File: src/rtl/dm_access_unit.sv
// Load/store initiator for a word-only data memory. Sub-word stores are done as read-modify-write;
// sub-word loads are lane-aligned and sign- or zero-extended.
module dm_access_unit #(
   parameter int ADDR_W = 10
) (
   input  logic              clk,
   input  logic              reset,
   input  logic              req,
   input  logic              we,
   input  logic [1:0]        size,
   input  logic              sext,
   input  logic [31:0]       addr,
   input  logic [31:0]       wdata,
   input  logic [31:0]       pc_in,
   output logic              busy,
   output logic              done,
   output logic              err,
   output logic [31:0]       rdata,
   output logic              dm_we,
   output logic [31:0]       dm_pc,
   output logic [ADDR_W-1:0] dm_addr,
   output logic [31:0]       dm_din,
   input  logic [31:0]       dm_dout
);

   typedef enum logic [1:0] {S_IDLE, S_RD, S_WR, S_DONE} state_t;

   localparam logic [1:0] SZ_BYTE = 2'b00;
   localparam logic [1:0] SZ_HALF = 2'b01;
   localparam logic [1:0] SZ_WORD = 2'b10;

   state_t            state_q, state_d;
   logic              we_q, we_d;
   logic [1:0]        size_q, size_d;
   logic              sext_q, sext_d;
   logic              err_q, err_d;
   logic [ADDR_W+1:0] addr_q, addr_d;
   logic [31:0]       wdata_q, wdata_d;
   logic [31:0]       pc_q, pc_d;
   logic [31:0]       word_q, word_d;
   logic [31:0]       rdata_q, rdata_d;
   logic              misaligned;

   // Byte-address bits above the word index are deliberately ignored so the word address wraps.
   logic unused_addr_hi;
   assign unused_addr_hi = ^addr[31:ADDR_W+2];

   function automatic logic [31:0] load_align(input logic [31:0] word, input logic [1:0] sz,
                                              input logic sx, input logic [1:0] lo);
      logic [7:0]  b;
      logic [15:0] h;
      b = word[{lo, 3'b000} +: 8];
      h = word[{lo[1], 4'b0000} +: 16];
      case (sz)
         SZ_BYTE: return {{24{sx & b[7]}}, b};
         SZ_HALF: return {{16{sx & h[15]}}, h};
         default: return word;
      endcase
   endfunction

   function automatic logic [31:0] store_merge(input logic [31:0] word, input logic [31:0] wd,
                                               input logic [1:0] sz, input logic [1:0] lo);
      logic [31:0] m;
      m = word;
      case (sz)
         SZ_BYTE: m[{lo, 3'b000} +: 8]    = wd[7:0];
         SZ_HALF: m[{lo[1], 4'b0000} +: 16] = wd[15:0];
         default: m = wd;
      endcase
      return m;
   endfunction

   always_comb begin
      // NOTE: every _d gets its current value first, so no path through the case can infer a latch.
      state_d = state_q;
      we_d    = we_q;
      size_d  = size_q;
      sext_d  = sext_q;
      err_d   = err_q;
      addr_d  = addr_q;
      wdata_d = wdata_q;
      pc_d    = pc_q;
      word_d  = word_q;
      rdata_d = rdata_q;

      misaligned = (size == 2'b11) || ((size == SZ_HALF) && addr[0]) ||
                   ((size == SZ_WORD) && (addr[1:0] != 2'b00));

      case (state_q)
         S_IDLE: begin
            if (req) begin
               we_d    = we;
               size_d  = size;
               sext_d  = sext;
               addr_d  = addr[ADDR_W+1:0];
               wdata_d = wdata;
               pc_d    = pc_in;
               err_d   = misaligned;
               if (misaligned)                      state_d = S_DONE;
               else if (we && (size == SZ_WORD))    state_d = S_WR;
               else                                 state_d = S_RD;
            end
         end
         S_RD: begin
            word_d = dm_dout;
            if (we_q) begin
               state_d = S_WR;
            end else begin
               rdata_d = load_align(dm_dout, size_q, sext_q, addr_q[1:0]);
               state_d = S_DONE;
            end
         end
         S_WR:    state_d = S_DONE;
         S_DONE:  state_d = S_IDLE;
         default: state_d = S_IDLE;
      endcase
   end

   always_ff @(posedge clk or negedge reset) begin
      if (!reset) begin
         state_q <= S_IDLE;
         we_q    <= 1'b0;
         size_q  <= 2'b00;
         sext_q  <= 1'b0;
         err_q   <= 1'b0;
         addr_q  <= '0;
         wdata_q <= '0;
         pc_q    <= '0;
         word_q  <= '0;
         rdata_q <= '0;
      end else begin
         // NOTE: non-blocking so every register samples the pre-edge values of the others.
         state_q <= state_d;
         we_q    <= we_d;
         size_q  <= size_d;
         sext_q  <= sext_d;
         err_q   <= err_d;
         addr_q  <= addr_d;
         wdata_q <= wdata_d;
         pc_q    <= pc_d;
         word_q  <= word_d;
         rdata_q <= rdata_d;
      end
   end

   // The write strobe comes from state alone, so it can never glitch on req and drops with reset.
   assign dm_we   = (state_q == S_WR);
   assign busy    = (state_q != S_IDLE);
   assign done    = (state_q == S_DONE);
   assign err     = (state_q == S_DONE) && err_q;
   assign rdata   = rdata_q;
   assign dm_pc   = pc_q;
   assign dm_addr = addr_q[ADDR_W+1:2];
   assign dm_din  = store_merge(word_q, wdata_q, size_q, addr_q[1:0]);

endmodule

File: config.mk
export PLATFORM = sky130hd
export DESIGN_NAME = dm_access_unit
export DESIGN_NICKNAME = d
export VERILOG_FILES = /design/src/rtl/dm_access_unit.sv
export SDC_FILE = /design/constraint.sdc
export NUM_CORES = 1
export LEC_CHECK = 0
export ABC_CLOCK_PERIOD_IN_PS = 4990
export CORE_MARGIN = 2
export CORE_UTILIZATION = 50
export CTS_CLUSTER_SIZE = 14
export DETAILED_ROUTE_END_ITERATION = 16
export PLACE_DENSITY = 0.86
export SKIP_CTS_REPAIR_TIMING = 1
export SYNTH_ARGS = -nofsm -noshare
export SYNTH_HDL_FRONTEND = slang
export SYNTH_SLANG_ARGS = --single-unit
File: constraint.sdc
create_clock -name clk -period 4.99 [get_ports clk]
set_input_delay 0.499 -clock clk [delete_from_list [all_inputs] [get_ports clk]]
set_output_delay 0.499 -clock clk [all_outputs]
set_load 0.01 [all_outputs]
==> metrics.md <==
| Metric | Value |
|---|---|
| Status | completed |
| CP endpoint kind | output port |
| Post-DP HPWL | between 15 and 20 mm |
| Ant diodes | 0 |
| Clock sink total | 147 |
| Vias in the first global route | between 6000 and 7000 |
| Die area | between 15000 and 20000 sq um |
| Synth top area share | 0.494 |
| I/O Pins | 245 |
| Net Count, Synth | approximately 770 |
| CTS root buf | clkbuf_16 |
| Area Growth Syn to Fin | 38.9% |
| Max Cap Violations | 0 |
| Fillers | approximately 1000 |
| Routed via count | slightly above 6000 |
| Max Slew Vio Count | 0 |
| Commonest register cell after synthesis | dfrtp_1 |
| Pwr Density | between 700 and 800 nW/um^2 |
| Yosys warns | 0 |
| Setup Skew | between 0.006 and 0.007 ns |
| Critical Path Fanout Max | 14 |
| GRT Overall Usage | 0.276 |
| Later-pin clock latency in the skew report | approximately 0.42 ns |
| Die width | between 100 and 150 um |
| Fin crit share | 0.768 |
| Commonest non-fill, non-tap cells in the layout | clkdlybuf4s50_1 (223), dfrtp_1 (146), mux2_2 (92) |
| Antenna violations before repair | 0 |
| H-tree depth | 4 |
| Synthesized flop and latch total | 147 |
| Commonest non-fill, non-tap cell in the layout | clkdlybuf4s50_1 |
| Syn Inst Count | about 630 |
| Drc violations | 0 |
| IO buf count | approximately 220 |
| Setup CP Type | reg -> out |
| Util after Layout | 0.711 |
| Number of synthesized flops with an enable pin | 0 |
| Synth area leaders | dfrtp_1 (49%), mux2_2 (14%), mux2_1 (5.6%) |
| CP Data Arrival Time | about 3.3 ns |
| Routed Antenna Nets | 0 |
| Mapped Area | 7440 sq um |
| Synth area leader | dfrtp_1 |
| CTS tree | done |
| Worst-path clk slew | roughly 0.060 ns |
| Slew HR | 0.216 |
| Critical Path Start Type | register |
| GP Congestion | 0.901 |
| Seq/Total Area, Yosys | 0.494 |
| First-pass GRT wire length | between 30 and 40 mm |
| 1st-pass router iterations | 6 |
| Max rail drop VDD | 0.000357 V |
| Total congestion overflow | 0 |
| Initial core utilization | 0.512 |
| Final setup violation count | 0 |
| Layout cells sized above 1 | 0.172 |
| Unrepaired setup endpoints after global routing | no |
| Worst-margin pin slew | between 1 and 1.5 ns |
| Final min period | roughly 3.8 ns |
| Vias/cell | ~6 |
| CTS Buffer Depth | 2 |
| Std cell rows | 44 |
| Placed cell areas | roughly 9700 sq um |
| Final Hold Viols | 0 |
| Routed len/inst | 21.5 um |
| Avg Synthesized Cell Area | roughly 12 sq um |
| Pleak | between 4 and 5 nW |
| Die Y | between 100 and 150 um |
| Worst hold path class | in -> async |
| Routed WL | 21.8 mm |
| Largest net degree at the start of global routing | ~110 |
| Fin nets | between 900 and 1000 |
| Core box area | roughly 15000 sq um |
| Req. time, crit path | between 4 and 5 ns |
| DRT iter0 DRCs | 398 |
| Setup_tns | 0 ns |
| Cell area after layout | 10300 sq um |
| F_max | approximately 260 MHz |
| Total CTS buffers | 17 |
| Synth async-reset ratio | 1.00 |
| Yosys cell types | between 50 and 60 |
[cells in the mapped netlist (all sizes together), types with 2 or more instances]
cell type,n
nor3,3
buf,37
a21oi,35
nor2,20
inv,13
nor4,2
mux2i,10
dfrtp,147
ha,10
nand2b,4
clkbuf,18
a41oi,4
o31ai,2
o21ai,10
mux2,129
a31oi,7
o22ai,16
nor4b,3
and3b,9
a22o,24
nand2,36
o221ai,8
and3,2
and4b,7
nand4,7
a221o,8
o211ai,14
nor2b,21
a22oi,7
nor3b,3
[metrics by stage]
| stage | power [mW] | setup slack (ns) | std cells | hold WS, ns |
|---|---|---|---|---|
| after floorplan | 4.53 | 2.60 | 627 | 0.203 |
| after CTS | 7.76 | 1.18 | 1017 | 0.264 |
| after global placement | 6.16 | 1.76 | 986 | 0.471 |
| after detailed placement | 6.29 | 1.66 | 986 | 0.483 |
| after global routing | 8.16 | 0.978 | 1017 | 0.300 |
| final | 7.75 | 1.16 | 1017 | 0.223 |
[sequential cells by signal, summed over array words and instances, names as in the netlist]
name	cells
word_q	32
addr_q	12
size_q	2
dm_pc	32
state_q	2
we_q	1
wdata_q	32
sext_q	1
err_q	1
rdata	32
[report_power, final]
part / switching, mW / total [mW] / leakage [nW] / internal (mW)
combinational: 1.77 / 3.93 / 2.24 / 2.16
clock: 0.488 / 1.42 / 0.318 / 0.936
sequential: 0.582 / 2.39 / 1.73 / 1.81
[cell families (layout without fill, tap and decap cells)]
group                      count (synthesis)  after routing  share of synthesized area
muxes                                    139            139                      0.211
adders and majority gates                 10             10                     0.0168
and+or+nand+nor                          123            123                     0.0959
AOI/OAI and AO/OA                        140            140                      0.136
buffers and inverters                     68            274                     0.0462
DFF                                      147            147                      0.494
[worst paths after layout]
check / from / endpoint / slack [ns] / cells past startpoint
setup / recovery: addr_q[0] / dm_din[30] / 1.16 / 6
hold / removal: reset / rdata[11] / 0.22 / 1
setup reg to reg: state_q[1] / rdata[29] / 2.31 / 6
hold reg to reg: dm_pc[24] / dm_pc[24] / 0.49 / 1
max in group asynchronous: reset / size_q[1] / 3.64 / 2
min in group clk: dm_pc[24] / dm_pc[24] / 0.49 / 1
[per-layer routing]
layer  up-vias  wire [um]  part of all wire  track usage
met5         -          0                 0            0
met4         0       1040             0.048        0.149
met3        62       2150             0.099       0.0901
met2       323      10100              0.46        0.428
met1      2954       8530              0.39        0.345
li1       2700          -                 -            -
[cell type report]
| cell class | instances | area, sq um | area share |
|---|---|---|---|
| repair buffers | 230 | 2290 | 0.221 |
| clock inverters | 9 | 175 | 0.0170 |
| flip-flops and latches | 147 | 3680 | 0.356 |
| well taps | 184 | 230 | 0.0223 |
| multi-input cells | 412 | 3430 | 0.332 |
| inverters | 13 | 48.8 | 0.00472 |
| clock buffers | 22 | 484 | 0.0469 |
[critical path, cell delays in order, from the launching register on]
cell and delay, ns:
dfrtp_1 0.65, inv_1 0.17, ha_1 0.39, nor4b_1 0.72, a31oi_1 0.17, a21oi_1 0.18
clkdlybuf4s50_1 0.62
No activity file was read; power rests on OpenSTA's default activity.
